<file path="src/rtl/pin_ctrl_pkg.sv">
// Shared state encoding, key codes and key-decode helper for the PIN entry controller.
package pin_ctrl_pkg;

    typedef enum logic [2:0] {
        ENTRY   = 3'd0,
        CHECK   = 3'd1,
        OPEN    = 3'd2,
        SET_NEW = 3'd3,
        LOCKOUT = 3'd4
    } pin_state_t;

    localparam logic [3:0] KEY_STAR = 4'd10;
    localparam logic [3:0] KEY_HASH = 4'd11;
    localparam logic [3:0] KEY_NONE = 4'd15;

    function automatic logic is_digit(input logic [3:0] k);
        return k <= 4'd9;
    endfunction

endpackage

</file>
<file path="src/rtl/countdown_timer.sv">
// Loadable down-counter that holds at zero; one instance serves both the open and lockout timeouts.
module countdown_timer #(
    parameter int W = 8
) (
    input  logic         clk,
    input  logic         rst_n,
    input  logic         load,
    input  logic [W-1:0] load_val,
    input  logic         enable,
    output logic         zero,
    output logic [W-1:0] count
);

    logic [W-1:0] cnt;

    always_ff @(posedge clk) begin
        if (!rst_n) begin
            cnt <= '0;
        end else if (load) begin
            cnt <= load_val;
        end else if (enable && (cnt != '0)) begin
            cnt <= cnt - 1'b1;
        end
    end

    assign zero  = (cnt == '0);
    assign count = cnt;

endmodule

</file>
<file path="src/rtl/pin_entry_ctrl.sv">
// PIN entry sequencer: buffers keypad digits, checks them against the stored PIN,
// drives open/lock outcome, supports changing the PIN while open and enforces lockout.
module pin_entry_ctrl
    import pin_ctrl_pkg::*;
#(
    parameter int                   PIN_LEN     = 4,
    parameter logic [4*PIN_LEN-1:0] DEFAULT_PIN = 16'h1234,
    parameter int                   MAX_FAIL    = 3,
    parameter int                   LOCK_TICKS  = 500_000_000,
    parameter int                   OPEN_TICKS  = 250_000_000
) (
    input  logic                 clk,
    input  logic                 rst_n,
    input  logic                 key_valid,
    input  logic [3:0]           key_value,
    output logic [2:0]           state,
    output logic [4*PIN_LEN-1:0] digit_buf,
    output logic [3:0]           digit_cnt,
    output logic                 door_open,
    output logic                 unlock_pulse,
    output logic                 fail_pulse,
    output logic                 locked,
    output logic [3:0]           fail_cnt
);

    localparam int BUF_W     = 4 * PIN_LEN;
    localparam int MAX_TICKS = (LOCK_TICKS > OPEN_TICKS) ? LOCK_TICKS : OPEN_TICKS;
    localparam int TMR_W     = (MAX_TICKS > 1) ? $clog2(MAX_TICKS) : 1;
    localparam logic [TMR_W-1:0] OPEN_LOAD = TMR_W'(OPEN_TICKS - 1);
    localparam logic [TMR_W-1:0] LOCK_LOAD = TMR_W'(LOCK_TICKS - 1);

    pin_state_t       cur_state, nxt_state;
    logic [BUF_W-1:0] digit_buf_q;
    logic [BUF_W-1:0] stored_pin;
    logic [3:0]       digit_cnt_q;
    logic [3:0]       fail_cnt_q;
    logic             unlock_q, fail_q, door_q, locked_q;

    logic             key_digit, key_star, key_hash;
    logic             buf_full, buf_empty, pin_match, fail_limit;
    logic [3:0]       fail_next;

    logic             buf_push, buf_pop, buf_clr, pin_store;
    logic             fail_inc, fail_clr, unlock_d, fail_d;
    logic             tmr_load, tmr_en, tmr_zero;
    logic [TMR_W-1:0] tmr_load_val;
    logic [TMR_W-1:0] tmr_count_unused;

    assign key_digit  = key_valid && is_digit(key_value);
    assign key_star   = key_valid && (key_value == KEY_STAR);
    assign key_hash   = key_valid && (key_value == KEY_HASH);

    assign buf_full   = (digit_cnt_q == 4'(PIN_LEN));
    assign buf_empty  = (digit_cnt_q == 4'd0);
    assign pin_match  = buf_full && (digit_buf_q == stored_pin);
    assign fail_next  = fail_cnt_q + 4'd1;
    assign fail_limit = (fail_next == 4'(MAX_FAIL));

    countdown_timer #(
        .W(TMR_W)
    ) u_timer (
        .clk      (clk),
        .rst_n    (rst_n),
        .load     (tmr_load),
        .load_val (tmr_load_val),
        .enable   (tmr_en),
        .zero     (tmr_zero),
        .count    (tmr_count_unused)
    );

    assign tmr_en = (cur_state == OPEN) || (cur_state == LOCKOUT);

    always_ff @(posedge clk) begin
        if (!rst_n) begin
            cur_state <= ENTRY;
        end else begin
            cur_state <= nxt_state;
        end
    end

    always_comb begin
        nxt_state = cur_state;
        case (cur_state)
            ENTRY: begin
                if (key_hash) nxt_state = CHECK;
            end
            CHECK: begin
                if (pin_match)       nxt_state = OPEN;
                else if (fail_limit) nxt_state = LOCKOUT;
                else                 nxt_state = ENTRY;
            end
            OPEN: begin
                // Timeout and '#' both relock; '*' only matters when neither happened.
                if (tmr_zero || key_hash) nxt_state = ENTRY;
                else if (key_star)        nxt_state = SET_NEW;
            end
            SET_NEW: begin
                if (key_hash && buf_full) nxt_state = ENTRY;
            end
            LOCKOUT: begin
                if (tmr_zero) nxt_state = ENTRY;
            end
            default: nxt_state = ENTRY;
        endcase
    end

    always_comb begin
        buf_push     = 1'b0;
        buf_pop      = 1'b0;
        buf_clr      = 1'b0;
        pin_store    = 1'b0;
        fail_inc     = 1'b0;
        fail_clr     = 1'b0;
        unlock_d     = 1'b0;
        fail_d       = 1'b0;
        tmr_load     = 1'b0;
        tmr_load_val = '0;
        case (cur_state)
            ENTRY: begin
                buf_push = key_digit && !buf_full;
                buf_pop  = key_star && !buf_empty;
            end
            CHECK: begin
                buf_clr = 1'b1;
                if (pin_match) begin
                    unlock_d     = 1'b1;
                    fail_clr     = 1'b1;
                    tmr_load     = 1'b1;
                    tmr_load_val = OPEN_LOAD;
                end else begin
                    fail_d   = 1'b1;
                    fail_inc = 1'b1;
                    if (fail_limit) begin
                        tmr_load     = 1'b1;
                        tmr_load_val = LOCK_LOAD;
                    end
                end
            end
            OPEN: begin
                buf_clr = key_star;
            end
            SET_NEW: begin
                buf_push = key_digit && !buf_full;
                buf_pop  = key_star && !buf_empty;
                if (key_hash && buf_full) begin
                    pin_store = 1'b1;
                    buf_clr   = 1'b1;
                end
            end
            LOCKOUT: begin
                fail_clr = tmr_zero;
            end
            default: ;
        endcase
    end

    always_ff @(posedge clk) begin
        if (!rst_n) begin
            digit_buf_q <= '0;
            digit_cnt_q <= 4'd0;
            stored_pin  <= DEFAULT_PIN;
            fail_cnt_q  <= 4'd0;
            unlock_q    <= 1'b0;
            fail_q      <= 1'b0;
            door_q      <= 1'b0;
            locked_q    <= 1'b0;
        end else begin
            if (buf_clr) begin
                digit_buf_q <= '0;
                digit_cnt_q <= 4'd0;
            end else if (buf_push) begin
                digit_buf_q <= {digit_buf_q[BUF_W-5:0], key_value};
                digit_cnt_q <= digit_cnt_q + 4'd1;
            end else if (buf_pop) begin
                digit_buf_q <= digit_buf_q >> 4;
                digit_cnt_q <= digit_cnt_q - 4'd1;
            end

            if (pin_store) stored_pin <= digit_buf_q;

            if (fail_clr)      fail_cnt_q <= 4'd0;
            else if (fail_inc) fail_cnt_q <= fail_next;

            // Status flags follow the state with one cycle of latency.
            unlock_q <= unlock_d;
            fail_q   <= fail_d;
            door_q   <= (cur_state == OPEN) || (cur_state == SET_NEW);
            locked_q <= (cur_state == LOCKOUT);
        end
    end

    assign state        = cur_state;
    assign digit_buf    = digit_buf_q;
    assign digit_cnt    = digit_cnt_q;
    assign door_open    = door_q;
    assign unlock_pulse = unlock_q;
    assign fail_pulse   = fail_q;
    assign locked       = locked_q;
    assign fail_cnt     = fail_cnt_q;

endmodule

</file>
<file path="config.mk">
export PLATFORM = sky130hd
export DESIGN_NAME = pin_entry_ctrl
export DESIGN_NICKNAME = d
export VERILOG_FILES = /design/src/rtl/pin_ctrl_pkg.sv /design/src/rtl/countdown_timer.sv /design/src/rtl/pin_entry_ctrl.sv
export SDC_FILE = /design/constraint.sdc
export NUM_CORES = 1
export LEC_CHECK = 0
export BUFFER_PORTS_ARGS = -buffer_cell sky130_fd_sc_hd__clkbuf_2
export CORE_ASPECT_RATIO = 1.25
export CORE_MARGIN = 3
export CORE_UTILIZATION = 50
export CTS_CLUSTER_DIAMETER = 30
export CTS_CLUSTER_SIZE = 30
export DETAILED_ROUTE_END_ITERATION = 16
export PLACE_DENSITY_LB_ADDON = 0.12
export SYNTH_ARGS = -nofsm -noshare
export SYNTH_HDL_FRONTEND = slang
export SYNTH_SLANG_ARGS = --single-unit
</file>
<file path="constraint.sdc">
create_clock -name clk -period 2.65 [get_ports clk]
set_input_delay 0.53 -clock clk [delete_from_list [all_inputs] [get_ports clk]]
set_output_delay 0.53 -clock clk [all_outputs]
set_load 0.1 [all_outputs]
</file>
==> impl_results.md, run 1 <==
* Status: finished, final reports clean
* Most frequent CP cell: or4_4
* Final setup vio count at 0
* Post-Syn Nets at 455
* Via density at 5.91
* Detail Placement HPWL at between 6000 and 7000 um
* Crit Path Class: reg2reg
* Final Max Slew Viols at 0
* Mapped Area at approximately 3800 um^2
* Diode count at 0
* Fin cells at 590
* Seq/Total Area, Yosys at between 40 and 50%
* Req. time, crit path at 2930 ps
* Post-Place Cells at approximately 570
* Synth-to-Final Area Change at 17.6%
* Clock transition at path regs at approximately 90 ps
* Grt ovf at 0
* Final setup TNS at 0 ps
* # Max-Cap Violations at 0
* Worst setup EP type: flop
* Htree depth at 3
* FF-to-FF path depth at 6
* Die ar. at 8680 um^2
* Worst path top cell family by delay: simple AND/OR/NAND/NOR gates
* Fin crit share at ~97%
* WHS Endpoint: digit_cnt[2]$_SDFFE_PP0P_
* Vias in the first global route at ~3300
* Synth Instances at about 440
* Clock Skews at about 11 ps
* Number of flops mapped to enable cells by yosys at 0
* Final hold vios at 0
* Largest net degree at the start of global routing at 24
* Type of origin of the critical path: flop
* Tot GR Track Use at 22.5%
* Initial Util at between 50 and 60%
* Yosys warning total at 0
* Layout Nets at roughly 510
* Fill cell count at around 630
* Core ar. at ~7100 um^2
* Initial antenna violation count at 0
* Fin crit period at 2570 ps
* Post-synthesis cell type count at slightly below 60
* Arrival time worst endpoint at 2850 ps
* Die height at around 100 um
* Root Driver: clkbuf_8
* Clk Latency, worst-skew pair at approximately 370 ps
* Yosys reg bits at 76
* Cts bufs inserted at 9
* CTS sink count at 76
* Hold_sp: digit_cnt[2]$_SDFFE_PP0P_
* WP buf/inv at 0
* Initial drt markers at 150
* Synth Area per Inst at 8.60 um^2
* Crit-path max cell delay at approximately 540 ps
* Worst-path maximum fanout at 7
* Ys flop type: dfxtp_1
* R2r setup slk at ~84 ps
* CTS tree: done
* Worst hold path type: reg2reg
* Core Rows at 34
* Max_slew headroom at between 60% and 70%
* DR vias at 3485
* Worst R2R End: u_timer.count[19]$_SDFFE_PN0P_
* Hold path cells at 2
* Share of layout cells above drive strength 1 at about 23%
* Worst-path cell chain: or4_4 > or4_4 > o31ai_4 > nor4_2 > a2111o_1 > a22oi_1
* Die Wd at about 84 um
* Reg2reg start: u_timer.count[17]$_SDFFE_PN0P_
* Post-route antenna net violation count at 0
* FFs w/ async S/R, synth at 0%
* IO Pins at 38
* DRC at 0
* WL/cell at 15.8 um
* 1st-pass router iterations at 4
* Drt total wl at just over 9000 um
* Slew at the pin closest to its max-slew limit at ~540 ps
* Fmax achieved at approximately 390 MHz
* IO Port Bufs at 37
* Final non-filler cell area at approximately 4500 um^2
* Global-route wire length before repair at 15700 um
* GP Congestion at between 0.7 and 0.8
* Placed Area at 4240 um^2
* Max Root-Sink Buffers at 2
* Slowest library cell on the worst path: or4_4
* Final hold slack at 498 ps
cells in the mapped netlist (5+ instances only):
cell      number  area, um^2
inv_1          5        18.8
a311oi_1       7        61.3
a21oi_1       32         160
nand2_1       51         191
nor2_1        50         188
clkbuf_1      15        56.3
ha_1           6        75.1
or3_1          8        50.1
and2_1         6        37.5
o21ai_0        9        45.0
a22oi_1       10        75.1
xnor2_1       31         272
xor2_1         5        43.8
nor4_1        12        75.1
a31oi_1        9        56.3
dfxtp_1       76        1520
nor3_1        18        90.1
nand4_1        6        37.5
mux2i_1       17         170
nand3_1        6        30.0
state kept, by name (all words and copies together), names as in the netlist:
register,flops
digit_buf,16
digit_cnt,4
door_open,1
fail_cnt,4
fail_pulse,1
locked,1
state,3
stored_pin,16
u_timer.count,29
unlock_pulse,1
repair_timing:
item                                    in CTS  in global routing
endpoints found under the setup margin       0                  1
resized for setup                            0                  7
hold buffers                                 0                  0
setup buffers                                0                  2
tightest hold or removal path: stages, from the launching register on:
cell and delay, ps:
dfxtp_4 370, nand2_1 50, a21oi_1 50
stage by stage:
step | setup WS, ps | utilization [%]
after floorplan | 2.51 | -
after global placement | 157 | 59.3
after detailed placement | 98.7 | 59.3
after CTS | 88.0 | 61.9
after global routing | -0.712 | 62.4
final | 84.0 | 62.4
kinds of logic (layout without fill, tap and decap cells):
logic type / count (synthesis) / after routing / synth area share [%]
flip-flops: 76 / 76 / 40.1
adder cells (fa/ha/maj): 7 / 7 / 2.51
AND/OR/NAND/NOR: 182 / 182 / 23.7
XOR/XNOR: 36 / 36 / 8.31
AO/OA/AOI/OAI: 97 / 97 / 17.9
multiplexers: 18 / 18 / 4.78
buffers and inverters: 25 / 84 / 2.70
final cells by class:
type / count / area (um^2) / share of cell area (%)
Clock inverter: 7 / 65.1 / 1.46
Sequential cell: 76 / 1560 / 35.0
Inverter: 7 / 27.5 / 0.617
Tap cell: 90 / 113 / 2.52
Clock buffer: 9 / 124 / 2.78
Multi-Input combinational cell: 340 / 2190 / 49.2
Timing Repair Buffer: 61 / 378 / 8.47
worst max path at each step:
stage	startpoint	slack, ps	end	cells after the start
floorplan	state[0]$_SDFFE_PN0P_	3	digit_cnt[3]$_SDFFE_PP0P_	13
global placement	u_timer.count[17]$_SDFFE_PN0P_	160	u_timer.count[1]$_SDFFE_PN0P_	7
detailed placement	u_timer.count[17]$_SDFFE_PN0P_	100	u_timer.count[1]$_SDFFE_PN0P_	7
CTS	u_timer.count[17]$_SDFFE_PN0P_	90	u_timer.count[1]$_SDFFE_PN0P_	7
global route	u_timer.count[17]$_SDFFE_PN0P_	-0.7	u_timer.count[19]$_SDFFE_PN0P_	6
finish	u_timer.count[17]$_SDFFE_PN0P_	80	u_timer.count[19]$_SDFFE_PN0P_	6
cells in the final DEF (no fill, tap or decap), types with 4 or more instances in the layout:
cell,netlist,routed
inv_1,5,5
a21oi_1,32,32
clkbuf_8,0,9
clkbuf_2,0,37
a31oi_1,9,9
mux2i_1,17,17
o21ai_0,9,8
xor2_1,5,5
nor2_1,50,50
xnor2_1,31,31
dfxtp_1,76,56
dfxtp_2,0,14
nor4_1,12,11
a311oi_1,7,7
nand4_1,6,6
and2_1,6,6
a22oi_1,10,10
ha_1,6,6
or3_1,8,8
nor3_1,18,18
buf_4,2,23
dfxtp_4,0,6
nand2_1,51,51
nand3_1,6,6
a2bb2oi_1,4,4
layer usage:
metal / GRT usage [%] / part of all wire [%] / wire length, um
met1: 25.6 / 43 / 4000
met2: 41.5 / 52 / 4820
met3: 2.85 / 3.2 / 295
met4: 12.3 / 2.4 / 227
met5: 0 / 0 / 0
Power of run 1 is not shown: default switching activity piles up to over one toggle a cycle in this logic, so the estimate is an artifact.
==> run 2: changes to the inputs <==
--- a/config.mk
+++ b/config.mk
@@ -5,6 +5,7 @@
 export SDC_FILE = /design/constraint.sdc
 export NUM_CORES = 1
 export LEC_CHECK = 0
+export ABC_AREA = 1
 export BUFFER_PORTS_ARGS = -buffer_cell sky130_fd_sc_hd__clkbuf_2
 export CORE_ASPECT_RATIO = 1.25
 export CORE_MARGIN = 3
==> run 2 against run 1 <==
Net effect: via count is 32% higher; register-to-register slack gained 370 ps; sequential cell count unchanged.
==> impl_results.md, run 2 <==
* Synth Area in Compound Gates at 11.0% (was 17.9%)
* Synth Instances at 697 (was 441)
* Clk Latency, worst-skew pair at 350 ps (was 370 ps)
* Synth Area in Simple Gates at 37.5% (was 23.7%)
* Final non-filler cell area at 4940 um^2 (was 4460 um^2)
* Max Root-Sink Buffers at 2 (unchanged)
* Worst setup EP type: flop (unchanged)
* Final hold slack at 472 ps (was 498 ps)
* Core Util, Final at 58.3% (was 62.4%)
* Final hold vios at 0 (unchanged)
* Post-CTS sizing at 0 (unchanged)
* Clock Skews at 13.8 ps (was 11.5 ps)
* Placement Setup Slack at 213 ps (was 98.7 ps)
* Share of layout cells above drive strength 1 at 11.4% (was 22.8%)
* Share of Yosys cell area claimed by the top area cell type at 34.1% (was 40.1%)
* Seq/Total Area, Yosys at 34.1% (was 40.1%)
* Worst-path maximum fanout at 15 (was 7)
* Crit-path max cell delay at 680 ps (was 540 ps)
* Die ar. at 10100 um^2 (was 8680 um^2)
* Worst hold path type: reg2reg (unchanged)
* Post-Syn Nets at 711 (was 455)
* Final setup vio count at 0 (unchanged)
* Ys flop type: dfxtp_1 (unchanged)
* Synth Area in XOR/XNOR at 3.92% (was 8.31%)
* Global-route wire length before repair at 19500 um (was 15700 um)
* WL/cell at 13.9 um (was 15.8 um)
* Via density at 5.37 (was 5.91)
* Lkg Pwr at approximately 2.5 nW
* Largest net degree at the start of global routing at 36 (was 24)
* Detail Placement HPWL at 8940 um (was 6850 um)
* Max reg flops at 29 (unchanged)
* Slew at the pin closest to its max-slew limit at 897 ps (was 543 ps)
* FFs w/ async S/R, synth at 0% (unchanged)
* Req. time, crit path at 2900 ps (was 2930 ps)
* Diode count at 0 (unchanged)
* Most instantiated cells after synthesis: nand2_1, nor2_1, inv_1, dfxtp_1, nand3_1 (was dfxtp_1, nand2_1, nor2_1, a21oi_1, xnor2_1)
* Status: finished, final reports clean (unchanged)
* 1st-pass router iterations at 5 (was 4)
* Die Wd at 90.5 um (was 83.9 um)
* Initial drt markers at 241 (was 150)
* Mapped Area at 4460 um^2 (was 3790 um^2)
* Max_slew headroom at 39.9% (was 63.9%)
* Initial antenna violation count at 0 (unchanged)
* Die height at 112 um (was 103 um)
* Post-synthesis cell type count at 36 (was 59)
* Synth-to-Final Area Change at 10.7% (was 17.6%)
* Post-Place Cells at 839 (was 572)
* Fmax achieved at 455 MHz (was 390 MHz)
* Root Driver: clkbuf_8 (unchanged)
* Cts bufs inserted at 9 (unchanged)
* RSZ-0062 raised after global routing: false
* Worst-path cell chain: inv_1 > nand3_1 > inv_1 > nand2_1 > nand3_1 > nor2_1 > nand2_1 > a211oi_1 (was or4_4 > or4_4 > o31ai_4 > nor4_2 > a2111o_1 > a22oi_1)
* Core Rows at 37 (was 34)
* Tot GR Track Use at 23.5% (was 22.5%)
* Arrival time worst endpoint at 2450 ps (was 2850 ps)
* DR vias at 4590 (was 3485)
* Initial Util at 52.7% (was 53.1%)
* CTS tree: done (unchanged)
* Mux cell area share after synthesis at 0% (was 4.78%)
* DRC at 0 (unchanged)
* Clock transition at path regs at 80 ps (was 90 ps)
* Type of origin of the critical path: flop (unchanged)
* Core ar. at 8470 um^2 (was 7150 um^2)
* Synth Area per Inst at 6.40 um^2 (was 8.60 um^2)
* Yosys warning total at 0 (unchanged)
* IO Port Bufs at 37 (unchanged)
* Layout Nets at 747 (was 509)
* Fin crit share at 83.0% (was 96.8%)
* Crit Path Class: reg2reg (unchanged)
* Final Max Slew Viols at 0 (unchanged)
* Post-CTS setup buffers at 0 (unchanged)
* IO Pins at 38 (unchanged)
* Vias in the first global route at 4236 (was 3291)
* WP buf/inv at 2 (was 0)
* GP Congestion at 0.915 (was 0.795)
* Power per Cell Area at roughly 510 nW/um^2
* Post-route setup slack at 451 ps (was 84.0 ps)
* Fin crit period at 2200 ps (was 2570 ps)
* Number of flops mapped to enable cells by yosys at 0 (unchanged)
* Area leader, netlist: dfxtp_1 (unchanged)
* Grt ovf at 0 (unchanged)
* Worst path top cell family by delay: simple AND/OR/NAND/NOR gates (unchanged)
* # Max-Cap Violations at 0 (unchanged)
* Adder-Cell Fraction of Synth Area at 2.13% (was 2.51%)
* Power consumption at 2.54 mW
* Fin cells at 855 (was 590)
* Post-CTS Hold Buffers at 0 (unchanged)
* Placed Area at 4740 um^2 (was 4240 um^2)
* Count leader, synth: nand2_1 (was dfxtp_1)
* Yosys reg bits at 76 (unchanged)
* Leading cell types in the layout, fill and taps excluded: nand2_1, nor2_1, inv_1 (was dfxtp_1, nand2_1, nor2_1)
* Drt total wl at 11900 um (was 9340 um)
* Slowest library cell on the worst path: nor2_1 (was or4_4)
* CTS sink count at 76 (unchanged)
* Final setup TNS at 0 ps (unchanged)
* Htree depth at 3 (unchanged)
* Worst VDD drop at approximately 0.38 mV
* Most common cell after layout, fill and taps aside: nand2_1 (was dfxtp_1)
* Post-route antenna net violation count at 0 (unchanged)
* Ranking of synthesized cells by area: dfxtp_1, nand2_1, nor2_1 (was dfxtp_1, xnor2_1, nand2_1)
* Largest family of logic cells by synthesized area: simple AND/OR/NAND/NOR gates (unchanged)
-- run 2: cell types whose count changed in the layout (fill, tap and decap cells not counted), moves of 14 or more --
| cell | change |
|---|---|
| xnor2_1 | -30 |
| nand4_1 | +19 |
| buf_4 | -14 |
| nor2_1 | +69 |
| nand3_1 | +39 |
| xor2_1 | +14 |
| inv_1 | +88 |
| nand2_1 | +131 |
| o21ai_0 | +16 |
| mux2i_1 | -17 |
-- run 2: per-layer routing --
| layer | vias up | track usage, % | share of wire [%] | wire length, um |
|---|---|---|---|---|
| met3 | 32 | 3.51 | 4.0 | 475 |
| met5 | - | 0 | 0 | 0 |
| met4 | 0 | 11.4 | 3.7 | 435 |
| met2 | 121 | 43.5 | 52 | 6130 |
| li1 | 2305 | - | - | - |
| met1 | 2132 | 25.9 | 41 | 4810 |
-- run 2: final cells by class --
| type | instances | area [um^2] |
|---|---|---|
| multi-input cells | 501 | 2430 |
| well taps | 117 | 146 |
| inverters | 99 | 374 |
| repair buffers | 46 | 253 |
| clock inverters | 4 | 47.5 |
| clock buffers | 12 | 155 |
| fillers | 857 | 3530 |
| flip-flops and latches | 76 | 1530 |
-- run 2: worst paths after layout --
check | from | end | slack (ps) | cells after the start
worst max-delay path | state[2]$_SDFFE_PN0P_ | digit_buf[13]$_SDFFE_PP0P_ | 450 | 8
worst min-delay path | stored_pin[1]$_SDFFE_PN0P_ | stored_pin[1]$_SDFFE_PN0P_ | 470 | 2
worst max register to register | state[2]$_SDFFE_PN0P_ | digit_buf[13]$_SDFFE_PP0P_ | 450 | 8
worst min register to register | stored_pin[1]$_SDFFE_PN0P_ | stored_pin[1]$_SDFFE_PN0P_ | 470 | 2
-- run 2: cell families (layout without fill, tap and decap cells) --
logic type,Yosys count,count (layout)
xor gates and xnor gates,20,20
adders and majority gates,7,7
and+or+nand+nor,390,390
buffers and inverters,120,161
DFF,76,76
AOI/OAI and AO/OA,84,84
-- run 2: power breakdown --
group	switching [mW]	leakage, nW	internal (mW)
sequential	0.0358	0.618	1.17
clock	0.425	0.102	0.484
combinational	0.339	1.79	0.0828
total	0.800	2.51	1.74
-- run 2: worst min-delay path, stage by stage, from the launching register on --
cell,delay (ps)
dfxtp_1,320
inv_1,60
a21oi_1,50
(Power assumes the default switching activity.)
==> run 3: changes to the inputs <==
==> constraint.sdc (replaced) <==
create_clock -name clk -period 2.1 [get_ports clk]
set_input_delay 0.42 -clock clk [delete_from_list [all_inputs] [get_ports clk]]
set_output_delay 0.42 -clock clk [all_outputs]
set_load 0.1 [all_outputs]
==> run 3 against run 2 <==
Net effect: sequential power increased by 26%; critical path depth increased by 1; hold slack got worse by 28 ps; global-route usage increased by 0.71 points; register-to-register slack got worse by 340 ps; largest power group unchanged.
==> impl_results.md, run 3 (same netlist as run 2, synthesis figures left out) <==
* Root Driver: clkbuf_8 (unchanged)
* Cts bufs inserted at 9 (unchanged)
* Status: finished, final reports clean (unchanged)
* 1st-pass router iterations at 5 (unchanged)
* Via density at 5.33 (was 5.37)
* GP Congestion at 0.920 (was 0.915)
* Synth-to-Final Area Change at 14.8% (was 10.7%)
* DRC at 0 (unchanged)
* Post-CTS Hold Buffers at 0 (unchanged)
* Clock transition at path regs at 80 ps (about the same)
* Tot GR Track Use at 24.2% (was 23.5%)
* Max_slew headroom at 61.4% (was 39.9%)
* Die Wd at 90.5 um (unchanged)
* Htree depth at 3 (unchanged)
* Layout Nets at 765 (was 747)
* Die height at 112 um (unchanged)
* Most common cell after layout, fill and taps aside: nand2_1 (unchanged)
* Area of the multi-input gates at 2460 um^2 (was 2430 um^2)
* IO Pins at 38 (unchanged)
* Worst-path maximum fanout at 14 (was 15)
* Initial antenna violation count at 0 (unchanged)
* Fill cell count at 839 (was 857)
* Worst setup EP type: flop (unchanged)
* Worst hold path type: in2reg (was reg2reg)
* Clock Skews at 11.5 ps (was 13.8 ps)
* Die ar. at 10100 um^2 (unchanged)
* Final hold vios at 0 (unchanged)
* Post-Place Cells at 855 (was 839)
* Detail Placement HPWL at 9040 um (was 8940 um)
* Final Max Slew Viols at 0 (unchanged)
* Drt total wl at 12200 um (was 11900 um)
* Crit-path max cell delay at 360 ps (was 680 ps)
* Arrival time worst endpoint at 2230 ps (was 2450 ps)
* Core Rows at 37 (unchanged)
* Leading cell types in the layout, fill and taps excluded: nand2_1, nor2_1, inv_1 (unchanged)
* Worst-path cell chain: nor2_1 > nand3_1 > inv_1 > nand2_1 > nor2_1 > buf_4 > clkinvlp_2 > o21ai_0 > a21oi_1 (was inv_1 > nand3_1 > inv_1 > nand2_1 > nand3_1 > nor2_1 > nand2_1 > a211oi_1)
* Fin crit period at 1990 ps (was 2200 ps)
* Share of layout cells above drive strength 1 at 16.8% (was 11.4%)
* Initial drt markers at 243 (was 241)
* Slowest library cell on the worst path: dfxtp_4 (was nor2_1)
* Slew at the pin closest to its max-slew limit at 579 ps (was 897 ps)
* WP buf/inv at 3 (was 2)
* Max Root-Sink Buffers at 2 (unchanged)
* Sequential cell area at 1570 um^2 (was 1530 um^2)
* Post-route setup slack at 109 ps (was 451 ps)
* Power per Cell Area at 610 nW/um^2 (was 513 nW/um^2)
* Req. time, crit path at 2340 ps (was 2900 ps)
* Crit Path Class: reg2reg (unchanged)
* CTS tree: done (unchanged)
* WL/cell at 14.0 um (was 13.9 um)
* IO Port Bufs at 37 (unchanged)
* Fmax achieved at 502 MHz (was 455 MHz)
* Diode count at 0 (unchanged)
* Most frequent CP cell: nor2_1
* Post-route antenna net violation count at 0 (unchanged)
* # Max-Cap Violations at 0 (unchanged)
* Post-CTS setup buffers at 0 (unchanged)
* Lkg Pwr at 2.61 nW (was 2.51 nW)
* Worst path top cell family by delay: buffers and inverters (was simple AND/OR/NAND/NOR gates)
* RSZ-0062 raised after global routing: true (was false)
* Max reg flops at 29 (unchanged)
* Final hold slack at 444 ps (was 472 ps)
* Vias in the first global route at 4453 (was 4236)
* Fin crit share at 94.8% (was 83.0%)
* CTS sink count at 76 (unchanged)
* Fin cells at 873 (was 855)
* Type of origin of the critical path: flop (unchanged)
* Worst VDD drop at 0.522 mV (was 0.381 mV)
* Core ar. at 8470 um^2 (unchanged)
* Largest net degree at the start of global routing at 36 (unchanged)
* DR vias at 4654 (was 4590)
* Global-route wire length before repair at 20100 um (was 19500 um)
* Grt ovf at 0 (unchanged)
* Initial Util at 52.7% (unchanged)
* Clk Latency, worst-skew pair at 360 ps (was 350 ps)
* Placement Setup Slack at -102 ps (was 213 ps)
* Final setup vio count at 0 (unchanged)
-- run 3: cell count changes in the layout (fill, tap and decap cells not counted), moves of 2 or more --
cell,previous run,this run
inv_1,93,91
ha_1,6,4
clkinvlp_4,1,3
dfxtp_1,69,51
dfxtp_2,7,18
inv_4,1,3
dfxtp_4,0,7
nor2_2,2,5
o21ai_1,0,2
buf_4,9,25
nor2_1,119,116
o21ai_0,24,22
-- run 3: per-stage QoR --
stage | util (%) | total power, mW | TNS (ps) | instance area (um^2)
finish | 60.5 | 3.12 | 0 | 5120
global route | 60.5 | 3.25 | -4.90 | 5120
CTS | 60.1 | 3.14 | 0 | 5090
detailed placement | 58.0 | 2.11 | -554 | 4910
global placement | 58.0 | 2.10 | -106 | 4910
floorplan | - | 1.99 | 0 | 4540
-- run 3: what timing repair did --
action,CTS,global route
resized for setup,1,7
gates cloned,0,2
endpoints found under the setup margin,2,24
-- run 3: path summary, 6_finish.rpt --
path	start	endpoint	slack, ps	cells after the start
max	digit_cnt[0]$_SDFFE_PP0P_	stored_pin[7]$_SDFFE_PN0P_	110	9
min	key_value[3]	digit_buf[3]$_SDFFE_PP0P_	440	5
max reg2reg	digit_cnt[0]$_SDFFE_PP0P_	stored_pin[7]$_SDFFE_PN0P_	110	9
min reg2reg	stored_pin[10]$_SDFFE_PN0P_	stored_pin[10]$_SDFFE_PN0P_	470	2
-- run 3: power breakdown --
| part | internal [mW] | switching (mW) |
|---|---|---|
| clock | 0.491 | 0.554 |
| combinational | 0.124 | 0.431 |
| sequential | 1.48 | 0.0466 |
| total | 2.09 | 1.03 |
-- run 3: per-layer routing --
metal | vias to the layer above | track usage [%] | routed length [um]
met5 | - | 0 | 0
met4 | 0 | 13.8 | 449
met3 | 35 | 2.77 | 608
met2 | 153 | 44.5 | 6360
met1 | 2135 | 26.6 | 4830
li1 | 2331 | - | -
-- run 3: layout make-up --
type	count	area share [%]
Multi-Input combinational cell	501	48.1
Timing Repair inverter	2	0.244
Clock buffer	12	3.03
Inverter	99	7.42
Clock inverter	4	0.464
Tap cell	117	2.86
Sequential cell	76	30.6
Timing Repair Buffer	62	7.28
-- run 3: worst reg2reg max path, delay by kind of cell (launching register included) --
| kind | cells | cell delay, ps |
|---|---|---|
| buf+inv | 3 | 690 |
| simple gates | 4 | 550 |
| flops | 1 | 360 |
| compound gates | 2 | 270 |
